**src/rtl/seq_det_prog.sv**
```systemverilog
// rtl/seq_det_prog.sv - programmable serial bit-pattern detector with saturating match counter
//
// Scans a qualified serial bit stream for a run-time-loaded pattern of
// 1..PAT_W bits. Detection can be overlapping or non-overlapping.
//
// Ports:
//   clk          rising-edge clock
//   rst          asynchronous active-high reset
//   cfg_load     one-cycle strobe capturing cfg_pattern/cfg_len/cfg_overlap
//   cfg_pattern  pattern; bit [cfg_len-1] is received first, bit [0] last
//   cfg_len      pattern length, valid 1..PAT_W
//   cfg_overlap  1 = overlapping detection, 0 = non-overlapping
//   enable       detection enable; when 0, bits are ignored and state held
//   in_valid     qualifies in_bit
//   in_bit       serial data bit
//   clr_count    synchronous clear of match_count and count_sat
//   match        registered one-cycle pulse per detected occurrence
//   match_count  saturating match counter
//   count_sat    sticky flag, set when match_count reaches all-ones
//   cfg_err      1 while the loaded length is 0 or greater than PAT_W
//   armed        configuration valid, enable=1 and enough bits collected

module seq_det_prog #(
    parameter  int PAT_W = 8,
    parameter  int CNT_W = 8,
    localparam int LEN_W = $clog2(PAT_W + 1)
) (
    input  logic             clk,
    input  logic             rst,
    input  logic             cfg_load,
    input  logic [PAT_W-1:0] cfg_pattern,
    input  logic [LEN_W-1:0] cfg_len,
    input  logic             cfg_overlap,
    input  logic             enable,
    input  logic             in_valid,
    input  logic             in_bit,
    input  logic             clr_count,
    output logic             match,
    output logic [CNT_W-1:0] match_count,
    output logic             count_sat,
    output logic             cfg_err,
    output logic             armed
);

    localparam logic [LEN_W-1:0] SEEN_MAX = LEN_W'(PAT_W);
    localparam logic [PAT_W:0]   ONE_EXT  = (PAT_W + 1)'(1);
    localparam logic [CNT_W-1:0] CNT_MAX  = '1;
    localparam logic [CNT_W-1:0] CNT_PRE  = CNT_MAX - CNT_W'(1);

    logic [PAT_W-1:0] pat_reg;
    logic [LEN_W-1:0] len_reg;
    logic             ovl_reg;
    logic [PAT_W-1:0] history;
    logic [LEN_W-1:0] bits_seen;

    logic             accept;
    logic [PAT_W-1:0] new_hist;
    logic [LEN_W-1:0] new_seen;
    logic [PAT_W-1:0] len_mask;
    logic             hit;

    always_comb begin
        accept   = enable && in_valid && !cfg_load;
        new_hist = {history[PAT_W-2:0], in_bit};
        new_seen = (bits_seen == SEEN_MAX) ? bits_seen : bits_seen + LEN_W'(1);
        // Low len_reg bits set; len_reg == PAT_W yields all ones because the
        // shift is done one bit wider than the pattern.
        len_mask = PAT_W'((ONE_EXT << len_reg) - ONE_EXT);
        hit      = accept && !cfg_err && (new_seen >= len_reg) &&
                   (((new_hist ^ pat_reg) & len_mask) == '0);
    end

    assign armed = !cfg_err && enable && (bits_seen >= len_reg);

    always_ff @(posedge clk or posedge rst) begin
        if (rst) begin
            pat_reg     <= '0;
            len_reg     <= '0;
            ovl_reg     <= 1'b0;
            history     <= '0;
            bits_seen   <= '0;
            cfg_err     <= 1'b1;
            match       <= 1'b0;
            match_count <= '0;
            count_sat   <= 1'b0;
        end else begin
            match <= hit;

            if (cfg_load) begin
                pat_reg   <= cfg_pattern;
                len_reg   <= cfg_len;
                ovl_reg   <= cfg_overlap;
                history   <= '0;
                bits_seen <= '0;
                cfg_err   <= (cfg_len == '0) || (cfg_len > SEEN_MAX);
            end else if (accept) begin
                history <= new_hist;
                // Non-overlapping: stale history is masked by bits_seen, so
                // the next occurrence needs len_reg fresh bits.
                bits_seen <= (hit && !ovl_reg) ? '0 : new_seen;
            end

            if (clr_count) begin
                match_count <= '0;
                count_sat   <= 1'b0;
            end else if (hit && (match_count != CNT_MAX)) begin
                match_count <= match_count + CNT_W'(1);
                if (match_count == CNT_PRE) begin
                    count_sat <= 1'b1;
                end
            end
        end
    end

endmodule

```
**config.mk**
```make
export PLATFORM = sky130hd
export DESIGN_NAME = seq_det_prog
export DESIGN_NICKNAME = d
export VERILOG_FILES = /design/src/rtl/seq_det_prog.sv
export SDC_FILE = /design/constraint.sdc
export NUM_CORES = 1
export LEC_CHECK = 0
export ABC_AREA = 1
export BUFFER_PORTS_ARGS = -buffer_cell sky130_fd_sc_hd__buf_2
export CAP_MARGIN = 20
export CORE_MARGIN = 2
export CORE_UTILIZATION = 49
export CTS_BUF_LIST = sky130_fd_sc_hd__clkbuf_8
export CTS_CLUSTER_SIZE = 10
export DETAILED_ROUTE_END_ITERATION = 16
export GPL_TIMING_DRIVEN = 0
export PLACE_DENSITY = 0.75
export RECOVER_POWER = 100
export SYNTH_ARGS = -nofsm -noshare
export SYNTH_HDL_FRONTEND = slang
export SYNTH_SLANG_ARGS = --single-unit
```
**constraint.sdc**
```tcl
create_clock -name clk -period 3.4 [get_ports clk]
set_clock_uncertainty 0.2 [all_clocks]
set_input_delay 0.34 -clock clk [delete_from_list [all_inputs] [get_ports clk]]
set_output_delay 0.34 -clock clk [all_outputs]
set_load 0.02 [all_outputs]
```
==> flow_summary.toml, run 1 <==
[worst_setup_path]
reg2reg_to = "match_count[2]"
end_kind = "flip-flop"
reg2regPathDepth = 17
start_kind = "flip-flop"
worstPathArrival_ns = 2.72
cp.required_ns = 3.38
reg2reg_from = "bits_seen[0]"
criticalPathCategory = "flip-flop to flip-flop"
r2r_slack_ns = 0.66
path_max_fanout = 10

[yosys]
syn_area_per_cell_um2 = 7.67
yosysWarnings = 0
ys_ff_latch = 35
synthCells = 271
syn_area_um2 = 2080
synth-simple-area-share_pct = 29.1
synth_flop_cell = "dfrtp_1"
synth_fa_ha_area_share_pct = 7.83
synth_fp_nets = 304
synth_async_sr_flop_share_pct = 100
synth-xor-area-share_pct = 4.64
synth-seq-area-share_pct = 42.2
synth_edf_count = 0
ys_types = 28
synth.area.mux_share_pct = 0
synth-compound-area-share_pct = 8.31
synth_top_family_by_area = "simple AND/OR/NAND/NOR gates"

[timing]
slew_headroom_pct = 35.6
tightest_slew_ns = 0.966
slew_viol_final = 0
holdWs_ns = -0.0616
fin_crit_sh_pct = 80.7
setup_viol = 0
finalSetupTns_ns = 0
period_needed_ns = 2.74
rsz0062_at_grt = "no"
finalHoldViolCount = 16
fmax_mhz = 364

[power_and_ir_drop]
clkPwrFrac_pct = 33.2
leakagePower_nw = 1.27
switchingPower_uw = 267
pwr-share-seq_pct = 50.0
p_total_uw = 917
power_density_nw_per_um2 = 389
peakVddDrop_mv = 0.281
swShare_pct = 29.1
internal-power_uw = 650
comb_power_share_pct = 16.8

[clock_network]
ctsHoldBuffers = 0
clk_pin_slew_worst_paths_ns = 0.07
cts.path.max_buffers = 2
clkSinkCount = 35
insertion_delay_ns = 0.29
cts_max_level = 2
cts_tree = "built"
cts_resized = 0
cts_root_buf = "clkbuf_8"
cts_buffers = 5
post_cts_buffers = 0

[route]
antenna_left = 0
dr.pass1.iters = 4
drtIter0Drc = 74
viasPerCell = 4.99
wl_per_cell_um = 12.2
routed_wl_um = 4380
vias = 1790
drc_errors = 0

[finish]
fin_cells = 359
antenna_cells = 0
synthToLayoutAreaGrowth_pct = 13.6
drive_above_1_share_pct = 11.0
final_nets = 342
most-common-layout-cells = "79 x nand2_1, 38 x inv_1, 34 x dfrtp_1"
layout_commonest_cell = "nand2_1"
num-fill-cells = 390
post-route-util_pct = 58.6

[grt]
grt_pass1_wl_um = 7620
grt_usage_pct = 19.8
grt_max_degree = 19
grt_pass1_vias = 1720
grt_overflow = 0
antenna_found_initial = 0

[floorplan]
fp.dieArea_um2 = 4780
placementRows = 23
die_y_um = 69.1
initial_core_util_pct = 51.6
die_w_um = 69.1
core_um2 = 4030
boundaryPins = 32

[place]
gp_congestion = 0.895
dp_hpwl_um = 3260
port_buffers = 30
place_inst = 352

[job]
drv_cap = 0

[worst_hold_path]
hp-class = "input port to async pin"

[status]
violations = "negative hold slack"
outcome = "finished with violations"
-- power by group through the flow --
stage	logic, mW	registers, mW	clock network [mW]
2_1_floorplan	0.107	0.466	0
3_3_place_gp	0.152	0.465	0
3_5_place_dp	0.159	0.466	0
4_1_cts	0.161	0.458	0.307
5_1_grt	0.177	0.461	0.325
6_report	0.154	0.458	0.305
-- Yosys cell counts (all sizes together) (3+ instances only) --
library cell,instances,area (um2)
nand4,3,18.8
nor3,4,25.0
a21oi,3,15.0
o22ai,7,43.8
nand2,81,314
ha,13,163
xor2,9,78.8
o21ai,19,98.9
nand3,28,145
clkbuf,3,11.3
nor2,20,87.6
inv,39,149
dfrtp,34,851
-- per-layer routing --
layer	routed length (um)	track usage (%)
met5	0	0
met4	97	6.10
met3	138	4.53
met2	2140	34.7
met1	2000	24.2
-- stage by stage --
step	setup WS, ns	area [um2]
3_3_place_gp	1.03	2290
6_report	0.656	2360
4_1_cts	0.954	2410
5_1_grt	0.390	2360
3_5_place_dp	1.00	2320
2_1_floorplan	1.26	2080
-- worst max-delay path: stages, from the launching register on --
cell and delay [ns]:
dfrtp_1 0.43, inv_1 0.12, ha_1 0.15, nand2_1 0.06, nand3_1 0.06, o21ai_0 0.12
ha_1 0.30, nand2_1 0.05, inv_1 0.06, o21ai_0 0.08, nand3_1 0.09, nand2_1 0.06
inv_1 0.06, nand3_1 0.14, nand2_4 0.16, clkinvlp_2 0.28, nand2_1 0.15, nand2_1 0.06
-- worst max-delay path by stage --
stage | from | end | depth (start not counted)
5_1_grt | bits_seen[0] | match_count[1] | 17
2_1_floorplan | bits_seen[0] | match_count[5] | 17
6_report | bits_seen[0] | match_count[2] | 17
3_3_place_gp | bits_seen[0] | match_count[5] | 16
3_5_place_dp | bits_seen[0] | match_count[2] | 16
4_1_cts | len_reg[1] | armed | 9
-- cell families (layout without fill, tap and decap cells) --
logic type / after synthesis / in the layout
xor+xnor: 11 / 11
simple gates: 138 / 138
buf+inv: 43 / 81
fa+ha+maj: 13 / 13
compound gates: 31 / 31
flops: 35 / 35
-- final cells by class --
class                   count  area [um2]  area share (%)
plain buffers               3        11.3           0.477
repair buffers             31         139            5.88
flip-flops and latches     35         877            37.1
well taps                  50        62.6            2.65
multi-input cells         193        1030            43.7
clock inverters             1        5.00           0.212
inverters                  40         151            6.41
clock buffers               6        82.6            3.50
No activity file was read; power rests on OpenSTA's default activity.
==> inputs of run 2 (changes only) <==
==> constraint.sdc (replaced) <==
create_clock -name clk -period 2.6 [get_ports clk]
set_clock_uncertainty 0.2 [all_clocks]
set_input_delay 0.26 -clock clk [delete_from_list [all_inputs] [get_ports clk]]
set_output_delay 0.26 -clock clk [all_outputs]
set_load 0.02 [all_outputs]
==> run 2 against run 1 <==
- the flow now finishes without violations
- sequential power grew 31%
- largest cell class unchanged
- clock-buffer cell count is the same
- sequential share of layout area shrank 2.2 points
- first-iteration DRC count grew 51%
- die area is the same
- routed wire length grew 4.1%
- largest power group unchanged
- sequential cell count is the same
- cell area grew 6.3%
- utilization grew 3.7 points
- clock power grew 30%
- setup slack lost 0.45 ns
==> flow_summary.toml, run 2 (synthesis gave the netlist of run 1 again) <==
[status]
outcome = "finished, final reports clean"

[worst_setup_path]
r2r_slack_ns = 0.20
cp.required_ns = 2.58
start_kind = "flip-flop"
end_kind = "flip-flop"
criticalPathCategory = "flip-flop to flip-flop"
path_max_fanout = 5
worstPathArrival_ns = 2.38

[clock_network]
cts.path.max_buffers = 2
cts_max_level = 2
cts_tree = "built"
clk_pin_slew_worst_paths_ns = 0.07
insertion_delay_ns = 0.29
cts_buffers = 5
clkSinkCount = 35
cts_root_buf = "clkbuf_8"

[route]
vias = 1843
routed_wl_um = 4550
antenna_left = 0
viasPerCell = 4.95
dr.pass1.iters = 4
wl_per_cell_um = 12.2
drtIter0Drc = 112
drc_errors = 0

[power_and_ir_drop]
comb_power_share_pct = 18.1
swShare_pct = 29.1
leakagePower_nw = 1.33
power_density_nw_per_um2 = 485
clkPwrFrac_pct = 32.7
p_total_mw = 1.22
internal-power_uw = 863
switchingPower_uw = 354
pwr-share-seq_pct = 49.2
peakVddDrop_mv = 0.384

[floorplan]
placementRows = 23
die_y_um = 69.1
initial_core_util_pct = 51.6
core_um2 = 4030
boundaryPins = 32
fp.dieArea_um2 = 4780
die_w_um = 69.1

[grt]
grt_pass1_wl_um = 7830
use_met3_pct = 4.53
grt_max_degree = 19
grt_pass1_vias = 1766
met2_usage_pct = 36.8
antenna_found_initial = 0
use_met1_pct = 24.3
grt_usage_pct = 20.5
grt_overflow = 0
top_usage_layer = "met2"

[timing]
slew_viol_final = 0
finalSetupTns_ns = 0
slew_headroom_pct = 35.5
rsz0062_at_grt = "no"
fin_crit_sh_pct = 92.2
holdWs_ns = 0.00527
setup_viol = 0
tightest_slew_ns = 0.968
finalHoldViolCount = 0
period_needed_ns = 2.40
fin_ws_ns = 0.202
fmax_mhz = 417

[place]
port_buffers = 30
gp_congestion = 0.895
dp_hpwl_um = 3260
dp_slack_ns = 0.201
place_inst = 352

[finish]
drive_above_1_share_pct = 12.1
layout_commonest_cell = "nand2_1"
fin_cells = 372
synthToLayoutAreaGrowth_pct = 20.7
most-common-layout-cells = "79 x nand2_1, 38 x inv_1, 34 x dfrtp_1"
antenna_cells = 0
final_nets = 355

[worst_hold_path]
hp-class = "input port to flip-flop"

[job]
drv_cap = 0
==> run 2: cell count changes in the layout (fill, tap and decap cells not counted), sizes merged <==
cell,delta
inv,+1
clkinvlp,-1
nand2,+1
dlygate4sd3,+11
buf,+1
==> run 2: layout make-up <==
| cell class | count | area, um2 |
|---|---|---|
| inverter | 40 | 153 |
| tap | 50 | 62.6 |
| timing repair buffer | 43 | 256 |
| clock inverter | 1 | 5.00 |
| clock buffer | 6 | 82.6 |
| multi-input combinational | 194 | 1060 |
| fill | 381 | 1520 |
| buffer | 3 | 11.3 |
| sequential | 35 | 877 |
==> run 2: power groups by stage <==
stage / clock network [mW] / registers, mW / logic [mW]
6_report: 0.398 / 0.599 / 0.221
5_1_grt: 0.427 / 0.603 / 0.252
4_1_cts: 0.402 / 0.599 / 0.223
3_5_place_dp: 0 / 0.609 / 0.208
3_3_place_gp: 0 / 0.608 / 0.199
2_1_floorplan: 0 / 0.609 / 0.140
==> run 2: final timing paths <==
path	from	to	cells past startpoint
worst min-delay path	cfg_len[1]	len_reg[1]	3
min in group asynchronous	rst	len_reg[3]	3
worst min register to register	count_sat	count_sat	2
worst max register to register	bits_seen[0]	count_sat	16
max in group asynchronous	rst	match_count[7]	4
worst max-delay path	bits_seen[0]	count_sat	16
==> run 2: repair_timing <==
item,in CTS,in global routing
setup endpoints to repair,0,9
hold endpoints to repair,26,0
resized for setup,0,4
buffers inserted,0,1
hold buffers,11,0
==> run 2: per-stage QoR <==
step	cell area [um2]	utilization (%)
floorplan	2080	-
global placement	2290	56.9
detailed placement	2320	57.5
CTS	2520	62.5
global route	2510	62.3
finish	2510	62.3
==> run 2: routing by layer <==
layer  wire length (um)  part of all wire [%]
met5                  0                     0
met4                 29                  0.64
met3                145                   3.2
met2               2280                    50
met1               2090                    46
==> run 2: worst max-delay path: stages, from the launching register on <==
cell and delay, ns:
dfrtp_1 0.43, buf_4 0.16, ha_1 0.20, nand3_1 0.08
o21ai_1 0.09, ha_1 0.28, nand2_1 0.05, inv_1 0.06
o21ai_0 0.08, nand3_1 0.09, nand2_1 0.06, inv_1 0.10
nand3_4 0.11, nand2_4 0.13, nand2_1 0.07, nand2_1 0.07
nand2_1 0.04
==> inputs of run 3 (changes only) <==
--- a/config.mk
+++ b/config.mk
@@ -9,12 +9,12 @@
 export BUFFER_PORTS_ARGS = -buffer_cell sky130_fd_sc_hd__buf_2
 export CAP_MARGIN = 20
 export CORE_MARGIN = 2
-export CORE_UTILIZATION = 49
+export CORE_UTILIZATION = 44
 export CTS_BUF_LIST = sky130_fd_sc_hd__clkbuf_8
 export CTS_CLUSTER_SIZE = 10
 export DETAILED_ROUTE_END_ITERATION = 16
 export GPL_TIMING_DRIVEN = 0
-export PLACE_DENSITY = 0.75
+export PLACE_DENSITY = 0.69
 export RECOVER_POWER = 100
 export SYNTH_ARGS = -nofsm -noshare
 export SYNTH_HDL_FRONTEND = slang
==> run 3 against run 2 <==
- setup slack gained 0.017 ns
- via count grew 0.11%
- non-clock buffer count grew 2
- fmax grew 0.73%
- combinational power is essentially flat
- global-route usage shrank 2.0 points
- sequential cell count is the same
- first-iteration DRC count shrank 35%
- utilization shrank 7.7 points
- total power grew 2.9%
- die area grew 11%
- critical endpoint is now match_count[5]
==> flow_summary.toml, run 3 (synthesis gave the netlist of run 1 again) <==
[grt]
use_met1_pct = 22.4
grt_overflow = 0
grt_pass1_vias = 1669
grt_max_degree = 21
top_usage_layer = "met2"
met2_usage_pct = 31.9
grt_usage_pct = 18.4
use_met3_pct = 4.97
antenna_found_initial = 0
grt_pass1_wl_um = 7420

[finish]
fin_cells = 378
final_nets = 356
most-common-layout-cells = "79 x nand2_1, 38 x inv_1, 34 x dfrtp_1"
drive_above_1_share_pct = 12.0
antenna_cells = 0
layout_commonest_cell = "nand2_1"
synthToLayoutAreaGrowth_pct = 21.5
post-route-util_pct = 54.5

[floorplan]
boundaryPins = 32
initial_core_util_pct = 44.9
fp.dieArea_um2 = 5290
die_y_um = 72.7
die_w_um = 72.7
placementRows = 25
core_um2 = 4630

[route]
routed_wl_um = 4410
dr.pass1.iters = 4
vias = 1845
antenna_left = 0
drtIter0Drc = 73
wl_per_cell_um = 11.7
viasPerCell = 4.88
drc_errors = 0

[clock_network]
insertion_delay_ns = 0.29
cts.path.max_buffers = 2
cts_max_level = 2
cts_tree = "built"
clkSinkCount = 35
cts_buffers = 5
clk_pin_slew_worst_paths_ns = 0.07
cts_root_buf = "clkbuf_8"

[timing]
setup_viol = 0
slew_viol_final = 0
slew_headroom_pct = 30.4
finalHoldViolCount = 0
holdWs_ns = 0.0104
rsz0062_at_grt = "no"
period_needed_ns = 2.38
fin_crit_sh_pct = 91.5
tightest_slew_ns = 1.04
fmax_mhz = 420
finalSetupTns_ns = 0
fin_ws_ns = 0.220

[power_and_ir_drop]
peakVddDrop_mv = 0.322
leakagePower_nw = 1.34
power_density_nw_per_um2 = 496

[worst_setup_path]
path_max_fanout = 10
worstPathArrival_ns = 2.41
criticalPathCategory = "flip-flop to flip-flop"
cp.required_ns = 2.63
end_kind = "flip-flop"
start_kind = "flip-flop"

[status]
outcome = "finished, final reports clean"

[place]
dp_slack_ns = 0.208
gp_congestion = 0.879
dp_hpwl_um = 3280
place_inst = 356
port_buffers = 30

[job]
drv_cap = 0

[worst_hold_path]
hp-class = "input port to flip-flop"
## run 3: metal layers
metal  vias to the layer above  part of all wire (%)
li1                        972                     -
met1                       841                    46
met2                        26                    50
met3                         6                   2.9
met4                         0                   1.3
met5                         -                     0
## run 3: power breakdown
| part | leakage [nW] | switching (mW) | internal [mW] | total [mW] |
|---|---|---|---|---|
| clock network | 0.0505 | 0.197 | 0.241 | 0.438 |
| registers | 0.458 | 0.0254 | 0.572 | 0.597 |
| logic | 0.833 | 0.133 | 0.0851 | 0.218 |
## run 3: what timing repair did
action / CTS / global route
endpoints found under the hold margin: 25 / 0
setup endpoints to repair: 0 / 9
gates resized for setup: 0 / 1
hold buffers: 12 / 0
buffers inserted: 0 / 2
## run 3: stage by stage
step / power [mW] / area (um2)
final: 1.25 / 2520
after global routing: 1.33 / 2520
after CTS: 1.27 / 2550
after detailed placement: 0.817 / 2320
after global placement: 0.808 / 2300
after floorplan: 0.749 / 2080
## run 3: worst paths after layout
kind,start,endpoint,slack (ns),cells past startpoint
setup / recovery,bits_seen[0],match_count[5],0.22,16
hold / removal,cfg_len[1],len_reg[1],0.01,3
setup reg to reg,bits_seen[0],match_count[5],0.22,16
hold reg to reg,count_sat,count_sat,0.27,2
max in group asynchronous,rst,bits_seen[2],0.49,4
min in group asynchronous,rst,pat_reg[4],0.37,3
## run 3: cell type report
class | count | area [um2]
clock inverter | 1 | 7.51
inverter | 40 | 153
sequential | 35 | 877
fill | 469 | 2100
buffer | 3 | 11.3
timing repair buffer | 45 | 275
clock buffer | 7 | 96.3
tap | 54 | 67.6
multi-input combinational | 193 | 1040
## run 3: worst max-delay path, stage by stage (launching register included)
cell and delay (ns):
dfrtp_1 0.40, inv_1 0.11, ha_1 0.15, nand2_1 0.06, nor2_1 0.12, xor2_1 0.23, ha_1 0.18, nor2_1 0.04
o21ai_0 0.14, nand3_1 0.10, nand2_1 0.07, inv_1 0.05, nand3_2 0.09, nand2_4 0.11, inv_4 0.12, nand2_1 0.06
nand2_1 0.06
